===== config.mk =====
export PLATFORM = sky130hd
export DESIGN_NAME = display_pipeline
export DESIGN_NICKNAME = d
export VERILOG_FILES = /design/src/rtl/display_pkg.sv /design/src/rtl/delay_line.sv /design/src/rtl/display_pipeline.sv
export SDC_FILE = /design/constraint.sdc
export NUM_CORES = 1
export LEC_CHECK = 0
export CAP_MARGIN = 0
export CELL_PAD_IN_SITES_DETAIL_PLACEMENT = 0
export CELL_PAD_IN_SITES_GLOBAL_PLACEMENT = 1
export CORE_UTILIZATION = 35
export DETAILED_ROUTE_END_ITERATION = 6
export PLACE_DENSITY_LB_ADDON = 0.1
export SYNTH_ARGS = -nofsm -noshare
export SYNTH_HDL_FRONTEND = slang
export SYNTH_SLANG_ARGS = --single-unit

===== constraint.sdc =====
create_clock -name clk_pix -period 2.6 [get_ports clk_pix]
set_input_delay 0.26 -clock clk_pix [delete_from_list [all_inputs] [get_ports clk_pix]]
set_output_delay 0.26 -clock clk_pix [all_outputs]
set_load 0.05 [all_outputs]

===== src/rtl/display_pkg.sv =====
`default_nettype none
// +--------------------------------------------------------------------------+
// | display_pkg                                                              |
// | Shared mode encodings, 480p60 default timing, and stage-0 bundle layout. |
// | Rev 1.0                                                                  |
// +--------------------------------------------------------------------------+
package display_pkg;

    typedef enum logic [1:0] {
        MODE_PASS  = 2'd0,
        MODE_BARS  = 2'd1,
        MODE_GRID  = 2'd2,
        MODE_BLACK = 2'd3
    } mode_e;

    localparam int DEF_H_ACTIVE = 640;
    localparam int DEF_H_FP     = 16;
    localparam int DEF_H_SYNC   = 96;
    localparam int DEF_H_BP     = 48;
    localparam int DEF_V_ACTIVE = 480;
    localparam int DEF_V_FP     = 10;
    localparam int DEF_V_SYNC   = 2;
    localparam int DEF_V_BP     = 33;

    // Sync flags are carried as logical "asserted"; polarity is applied at the pins.
    typedef struct packed {
        logic       hs;
        logic       vs;
        logic       de;
        logic       sof;
        logic       sol;
        logic [2:0] bar;
        logic       grid;
    } bundle_t;

    localparam int BUNDLE_W = $bits(bundle_t);

endpackage
`default_nettype wire


===== src/rtl/delay_line.sv =====
`default_nettype none
// +--------------------------------------------------------------------------+
// | delay_line                                                               |
// | Async-reset shift register of DEPTH stages; DEPTH=0 is a pass-through.   |
// | Rev 1.0                                                                  |
// +--------------------------------------------------------------------------+
module delay_line #(
    parameter int               WIDTH     = 1,
    parameter int               DEPTH     = 1,
    parameter logic [WIDTH-1:0] RESET_VAL = '0
) (
    input  logic             clk,
    input  logic             rst_n,
    input  logic [WIDTH-1:0] d,
    output logic [WIDTH-1:0] q
);

    generate
        if (DEPTH == 0) begin : g_pass
            logic w_unused_ok;
            assign w_unused_ok = &{1'b0, clk, rst_n};
            assign q = d;
        end else begin : g_shift
            logic [WIDTH-1:0] r_stage [DEPTH];

            always_ff @(posedge clk or negedge rst_n) begin
                if (!rst_n) begin
                    for (int i = 0; i < DEPTH; i++) begin
                        r_stage[i] <= RESET_VAL;
                    end
                end else begin
                    r_stage[0] <= d;
                    for (int i = 1; i < DEPTH; i++) begin
                        r_stage[i] <= r_stage[i-1];
                    end
                end
            end

            assign q = r_stage[DEPTH-1];
        end
    endgenerate

endmodule
`default_nettype wire


===== src/rtl/display_pipeline.sv =====
`default_nettype none
// +--------------------------------------------------------------------------+
// | display_pipeline                                                         |
// | Pixel timing, sync re-alignment with shaded pixels, test-pattern mux.    |
// | Rev 1.0                                                                  |
// +--------------------------------------------------------------------------+
module display_pipeline
    import display_pkg::*;
#(
    parameter int H_ACTIVE   = DEF_H_ACTIVE,
    parameter int H_FP       = DEF_H_FP,
    parameter int H_SYNC     = DEF_H_SYNC,
    parameter int H_BP       = DEF_H_BP,
    parameter int V_ACTIVE   = DEF_V_ACTIVE,
    parameter int V_FP       = DEF_V_FP,
    parameter int V_SYNC     = DEF_V_SYNC,
    parameter int V_BP       = DEF_V_BP,
    parameter int COLOR_BITS = 4,
    parameter int PIPE_LAT   = 2,
    parameter int SYNC_POL   = 0,
    localparam int H_TOTAL   = H_ACTIVE + H_FP + H_SYNC + H_BP,
    localparam int V_TOTAL   = V_ACTIVE + V_FP + V_SYNC + V_BP,
    localparam int XW        = $clog2(H_TOTAL),
    localparam int YW        = $clog2(V_TOTAL)
) (
    input  logic                  clk_pix,
    input  logic                  resetn,
    input  logic [1:0]            mode,
    output logic [XW-1:0]         x,
    output logic [YW-1:0]         y,
    output logic                  de,
    input  logic [COLOR_BITS-1:0] pix_r,
    input  logic [COLOR_BITS-1:0] pix_g,
    input  logic [COLOR_BITS-1:0] pix_b,
    output logic [COLOR_BITS-1:0] vga_r,
    output logic [COLOR_BITS-1:0] vga_g,
    output logic [COLOR_BITS-1:0] vga_b,
    output logic                  vga_hsync,
    output logic                  vga_vsync,
    output logic                  frame_start,
    output logic                  line_start
);

    localparam logic [XW-1:0] c_H_LAST   = XW'(H_TOTAL - 1);
    localparam logic [YW-1:0] c_V_LAST   = YW'(V_TOTAL - 1);
    localparam logic [XW-1:0] c_H_ACT    = XW'(H_ACTIVE);
    localparam logic [YW-1:0] c_V_ACT    = YW'(V_ACTIVE);
    localparam logic [XW-1:0] c_HS_START = XW'(H_ACTIVE + H_FP);
    localparam logic [XW-1:0] c_HS_END   = XW'(H_ACTIVE + H_FP + H_SYNC);
    localparam logic [YW-1:0] c_VS_START = YW'(V_ACTIVE + V_FP);
    localparam logic [YW-1:0] c_VS_END   = YW'(V_ACTIVE + V_FP + V_SYNC);
    localparam logic [XW-1:0] c_BAR_W    = XW'(H_ACTIVE / 8);
    localparam logic          c_POL      = (SYNC_POL != 0);

    logic [XW-1:0]         r_x;
    logic [YW-1:0]         r_y;
    mode_e                 r_mode_q;
    mode_e                 w_mode_eff;
    bundle_t               w_b0;
    bundle_t               w_bd;
    logic [BUNDLE_W-1:0]   w_bd_raw;
    logic [COLOR_BITS-1:0] w_r;
    logic [COLOR_BITS-1:0] w_g;
    logic [COLOR_BITS-1:0] w_b;

    always_ff @(posedge clk_pix or negedge resetn) begin
        if (!resetn) begin
            r_x <= '0;
            r_y <= '0;
        end else if (r_x == c_H_LAST) begin
            r_x <= '0;
            r_y <= (r_y == c_V_LAST) ? '0 : r_y + 1'b1;
        end else begin
            r_x <= r_x + 1'b1;
        end
    end

    assign x  = r_x;
    assign y  = r_y;
    assign de = w_b0.de;

    always_comb begin
        w_b0.de   = (r_x < c_H_ACT) && (r_y < c_V_ACT);
        w_b0.hs   = (r_x >= c_HS_START) && (r_x < c_HS_END);
        w_b0.vs   = (r_y >= c_VS_START) && (r_y < c_VS_END);
        w_b0.sof  = (r_x == '0) && (r_y == '0);
        w_b0.sol  = (r_x == '0) && w_b0.de;
        w_b0.bar  = 3'(r_x / c_BAR_W);
        w_b0.grid = (4'(r_x) == 4'd0) || (4'(r_y) == 4'd0);
    end

    delay_line #(
        .WIDTH     (BUNDLE_W),
        .DEPTH     (PIPE_LAT),
        .RESET_VAL ({BUNDLE_W{1'b0}})
    ) u_bundle_dly (
        .clk   (clk_pix),
        .rst_n (resetn),
        .d     (w_b0),
        .q     (w_bd_raw)
    );

    assign w_bd = bundle_t'(w_bd_raw);

    // Mode only changes at frame origin so a frame never mixes two patterns.
    always_ff @(posedge clk_pix or negedge resetn) begin
        if (!resetn) begin
            r_mode_q <= MODE_PASS;
        end else if (w_b0.sof) begin
            r_mode_q <= mode_e'(mode);
        end
    end

    // With no delay, pixel (0,0) is muxed on the very edge that latches the mode.
    assign w_mode_eff = (PIPE_LAT == 0 && w_b0.sof) ? mode_e'(mode) : r_mode_q;

    always_comb begin
        w_r = '0;
        w_g = '0;
        w_b = '0;
        if (w_bd.de) begin
            case (w_mode_eff)
                MODE_PASS: begin
                    w_r = pix_r;
                    w_g = pix_g;
                    w_b = pix_b;
                end
                MODE_BARS: begin
                    w_b = {COLOR_BITS{w_bd.bar[0]}};
                    w_r = {COLOR_BITS{w_bd.bar[1]}};
                    w_g = {COLOR_BITS{w_bd.bar[2]}};
                end
                MODE_GRID: begin
                    w_r = {COLOR_BITS{w_bd.grid}};
                    w_g = {COLOR_BITS{w_bd.grid}};
                    w_b = {COLOR_BITS{w_bd.grid}};
                end
                default: begin
                    w_r = '0;
                    w_g = '0;
                    w_b = '0;
                end
            endcase
        end
    end

    always_ff @(posedge clk_pix or negedge resetn) begin
        if (!resetn) begin
            vga_r       <= '0;
            vga_g       <= '0;
            vga_b       <= '0;
            vga_hsync   <= ~c_POL;
            vga_vsync   <= ~c_POL;
            frame_start <= 1'b0;
            line_start  <= 1'b0;
        end else begin
            vga_r       <= w_r;
            vga_g       <= w_g;
            vga_b       <= w_b;
            vga_hsync   <= w_bd.hs ? c_POL : ~c_POL;
            vga_vsync   <= w_bd.vs ? c_POL : ~c_POL;
            frame_start <= w_bd.sof;
            line_start  <= w_bd.sol;
        end
    end

endmodule
`default_nettype wire


======== After elaboration in Yosys (flattened, before gate mapping) ========
Index checks and enable logic that the tools add are counted.
storage, ports and cells
  input bits .............................. 16
  memories ................................ 0
  output and inout bits ................... 37
  ROM bits ................................ 0
  bits in registers ....................... 56
  latch bits .............................. 0
  logic and storage cells ................. 46
  RAM bits ................................ 0
operators by class
  add/sub/neg operators ................... 2
  magnitude comparators ................... 6
  bitwise gates (word level) .............. 0
  muxes and demuxes ....................... 10
  multiply operators ...................... 0
  reductions and logical operators ........ 11
  shifts and indexed selects .............. 0
  equal/unequal tests ..................... 4
  divide/modulo/power cells ............... 1
operators with widths
  cell                   number
  $pmux 4 s3             3
  $add 10x1->10 const B  2
  $eq 10x10->1 const B   2
  $logic_not 10->1       2
  $lt 10x10->1 const B   2
  $lt 10x9->1 const B    2
  $mux 10                2
  $mux 4                 3
  $div 10x7->10 const B  1
  $ge 10x10->1 const B   1
  $ge 10x9->1 const B    1
  $logic_not 4->1        2
  $logic_and 1x1->1      5
  $eq 2x1->1 const B     1
  $eq 2x2->1 const B     1
  $logic_not 2->1        1
  $mux 1                 2
  $logic_or 1x1->1       1

======== Logic depth before layout (Yosys ltp) ========
  depth in word-level cells ............... 3
  gate-level depth with buffers ........... 6

======== By module ========
Synthesis repeated with hierarchy kept, for this count alone.
second synthesis, totals
  cell total of the unflattened synthesis .. 244
  area, all modules ....................... 2607.5 µm²
by module, submodules not included
  module            instances  cells each  sequential area each (µm²)  area each (µm²)
  display_pipeline  1          217         953.4                       2089.5
  delay_line        1          27          450.4                       518.0

======== Worst setup path before layout ========
OpenSTA, ideal clock, no wires.
  kind .................................... register to output
  from .................................... reg r_x[8] (netlist: x[8])
  to ...................................... out de
  path slack .............................. 66 ps
  data arrival time ....................... 2274 ps
  cell stages (with the launch flop) ...... 5
  required time ........................... 2340 ps
  cells stage by stage .................... dfrtp_1 buf_4 inv_1 nand2_1 a211oi_1
on the way
  cells in the longest elaborated chain, start to end .. 2
RTL lines
  item                    RTL line                source
  start, declared         display_pipeline.sv:55  logic [XW-1:0] r_x;
  start signal, assigned  display_pipeline.sv:74  r_x <= r_x + 1'b1;
  $lt 10x10->1            display_pipeline.sv:83  w_b0.de = (r_x < c_H_ACT) && (r_y < c_V_ACT);
  $logic_and 1x1->1       display_pipeline.sv:83
  end, declared           display_pipeline.sv:31  output logic de,
No other way between the ends.

======== Final worst setup path ========
  from .................................... reg r_x[6] (netlist: x[6])
  to ...................................... out x[6]
RTL lines
  item           RTL line                source
  end, declared  display_pipeline.sv:29  output logic [XW-1:0] x,
No word-level cell between the ends.

==> impl_metrics.toml <==
[floorplan]
fp.dieArea_mm2 = 0.00773
floorplan.io_pins = 53
die_boundary_width_um = 87.9
rows = 30
die_height_um = 87.9
core-area_mm2 = 0.00694
initial_core_util_pct = 37.2

[finish]
area_taken_by_multi_input_logic_gates_mm2 = 0.00106
area.sequential_mm2 = 0.00140
instances_no_fill = 378
filler_cell_count = 678
layout-drive-gt1-share_pct = 11.7
layout.nets = 301
area_delta_synth_final_pct = 27.0
antenna-diode-count = 0

[worst_setup_path]
path_class = "flop to output port"
crit_path_start = "x[6]$_DFF_PN0_"
critical_path.n_buffers_inverters = 1
critPathArrivalTime_ns = 1.86
critical_path.startpoint_type = "flop"
required_ns = 2.34
rr_endpoint = "r_mode_q[1]$_DFFE_PN0P_"
endpoint_kind = "output port"
ff2ff_setup_slack_ns = 0.72
timing.critical_path.fanout_max = 15
reg2regPathDepth = 6
worst_r2r_startpoint = "x[0]$_DFF_PN0_"
critical_path.top_delay_family = "buffers and inverters"
cpMaxStageDelayCell = "sky130_fd_sc_hd__clkdlybuf4s50_1"
max_stage_delay_ns = 0.90
crit_chain = "clkdlybuf4s50_1"

[run_status]
run_status = "complete, no violations"

[cts]
clockRootBuffer = "sky130_fd_sc_hd__clkbuf_8"
cts_resized = 0
cts_buffers = 5
cts.sinks = 56
clk-insertion-delay-late_ns = 0.31
worst_setup_hold_path_clk_slew_ns = 0.10
ctsLongestPathBuffers = 2
h-tree-depth = 2
tritoncts = "yes"

[global_routing]
global_route_met3_usage_pct = 3.58
grt.overflow.total = 0
first_pass_grt_wire_length_um = 9030
grt.total_usage_pct = 15.2
grt_antenna_before_repair = 0
global_route.peak_usage_layer = "met2"
first_global_vias = 1782
use_met1_pct = 20.2
grt_util_met2_pct = 24.8
largest_net_degree_at_the_start_of_global_routing = 26

[min_path]
hold_path_class = "flop to flop"
hold_path_startpoint = "u_bundle_dly.g_shift.r_stage[12]$_DFF_PN0_"
whs_endpoint = "u_bundle_dly.q[3]$_DFF_PN0_"
min_delay_path_depth = 0

[sta]
timing.final.max_slew_violations = 0
setup_violations = 0
maxClockFrequency_mhz = 471
period_share_pct = 81.7
grt_setup_unrepaired = "false"
tns_ns = 0
slew-limit-headroom_pct = 61.8
minimum_period_implied_by_the_final_worst_setup_slack_ns = 2.12
timing.clock.skew_ns = 0.00452
worst_pin_slew_ns = 0.573
final-hold-violation-count = 0

[placement]
routabilityCongestion = 0.783
port_buffers = 52
placed_cells = 369
detailed_placement_wirelength_estimate_um = 3750

[yosys]
synth_flop_cell = "sky130_fd_sc_hd__dfrtp_1"
yosys-top-cells-count = "54 x sky130_fd_sc_hd__dfrtp_1, 17 x sky130_fd_sc_hd__a21oi_1, 14 x sky130_fd_sc_hd__nand2b_1, 13 x sky130_fd_sc_hd__nor2_1"
postSynth.asyncResetShare_pct = 100
synth_most_common_cell = "sky130_fd_sc_hd__dfrtp_1"
yosys-top-cells-area = "sky130_fd_sc_hd__dfrtp_1 52%, sky130_fd_sc_hd__o21a_1 3.5%, sky130_fd_sc_hd__nand2b_1 3.4%"
syn-cell-area_mm2 = 0.00258
ys.warnings.count = 0
synth_cells = 230
ys_ff_latch = 56
syn-mean-instance-area_um2 = 11.2
synth_top_area_share_pct = 52.3
synth_edf_count = 0
synth_top_cell_by_area = "sky130_fd_sc_hd__dfrtp_1"
cell_variety_after_synth = 54
postSynthNetCount = 250
yosysSeqAreaShare_pct = 54.4

[detailed_routing]
drtIter0Drc = 66
antenna_violating_nets_post_route = 0
detail_route.wl_per_cell_um = 14.1
route.final.wire_length_um = 5330
number_of_search_and_repair_iterations_in_the_first_detailed_routing_pass = 4
post_drt_via_cell_ratio = 4.77
dr_total_vias = 1803
post-route-drc-count = 0

[power_and_ir_drop]
peakVddDrop_v = 0.000191
fin_total_pwr_mw = 1.62
power_density_mw_per_mm2 = 495
power.clock.fraction_pct = 35.9
leakagePower_nw = 1.42
internal_power_mw = 1.24
p_seq_share_pct = 55.1
swShare_pct = 23.8
combPwrFrac_pct = 9.0
net-switching-power_uw = 387

[flow_run]
timing.max_cap.violations = 0
==> cell families after synthesis <==
| logic type | after synthesis | synth area share, % |
|---|---|---|
| flip-flops | 56 | 54.4 |
| buffers and inverters | 21 | 4.65 |
| adder cells (fa/ha/maj) | 4 | 1.94 |
| multiplexers | 4 | 1.74 |
| AND/OR/NAND/NOR | 85 | 20.9 |
| XOR/XNOR | 10 | 3.39 |
| AO/OA/AOI/OAI | 50 | 13.0 |
==> layout make-up <==
cell class,count,area share [%]
clock buffer,5,2.10
clock inverter,3,1.41
inverter,8,0.915
tap,96,3.66
timing repair buffer,57,16.9
sequential,56,42.8
multi-input combinational,153,32.3
==> worst register-to-register path, stage by stage, from the launching register on <==
cell and delay (ns):
sky130_fd_sc_hd__dfrtp_1 0.46, sky130_fd_sc_hd__inv_1 0.10, sky130_fd_sc_hd__ha_1 0.13, sky130_fd_sc_hd__nor3b_1 0.33, sky130_fd_sc_hd__nand4_1 0.20, sky130_fd_sc_hd__nor2_2 0.20
sky130_fd_sc_hd__mux2_2 0.35
==> per-layer routing <==
layer	up-vias	part of all wire (%)	wire length, um
li1	918	-	-
met1	834	48	2580
met2	45	45	2410
met3	6	5.3	282
met4	0	1.1	61
met5	-	0	0
==> registers in the layout, indices dropped and copies added, names as in the netlist <==
register,cells
x,10
y,10
u_bundle_dly.g_shift.r_stage,9
u_bundle_dly.q,9
vga_b,4
vga_g,4
vga_r,4
r_mode_q,2
frame_start,1
line_start,1
vga_hsync,1
vga_vsync,1
==> worst max path at each step <==
| stage | to | depth (start not counted) | slack, ns |
|---|---|---|---|
| floorplan | de | 4 | 0.07 |
| global placement | y[4]$_DFFE_PN0N_ | 5 | 0.74 |
| detailed placement | y[4]$_DFFE_PN0N_ | 5 | 0.75 |
| CTS | x[6] | 1 | 0.47 |
| global route | de | 4 | 0.40 |
| finish | x[6] | 1 | 0.48 |
==> power by group through the flow <==
stage / Combinational, mW / Clock (mW) / Sequential (mW)
4_1_cts: 0.150 / 0.605 / 0.895
5_1_grt: 0.160 / 0.640 / 0.897
3_3_place_gp: 0.149 / 0 / 0.912
3_5_place_dp: 0.148 / 0 / 0.912
2_1_floorplan: 0.0282 / 0 / 0.958
6_report: 0.147 / 0.583 / 0.894
==> cells in the final DEF, fill, tap and decap left out, drive strengths merged, types with 2 or more instances in the layout <==
cell type,instances
dfrtp,54
clkdlybuf4s50,50
a21oi,17
nand2b,16
nor2,15
nand2,12
o21a,12
inv,9
nand3,8
nand4,7
buf,6
and3,6
xnor2,5
xor2,5
clkbuf,5
o21ai,4
ha,4
and4,4
nor4,4
mux2,4
nor3,3
a41oi,2
a21o,2
a31oi,2
dfstp,2
==> through the flow <==
stage          hold WS (ns)  cell area, um^2  worst slack, ns  util (%)
2_1_floorplan       -0.0356             2580           0.0664         -
4_1_cts               0.359             3280            0.472      47.2
3_5_place_dp          0.298             3160            0.753      45.4
6_report              0.355             3280            0.476      47.2
3_3_place_gp          0.299             3160            0.742      45.4
5_1_grt               0.364             3280            0.397      47.2
==> what timing repair did <==
action	4_1_cts	5_1_grt
setup buffers	0	0
endpoints found under the hold margin	22	0
hold buffers	1	0
(Power assumes the default switching activity.)
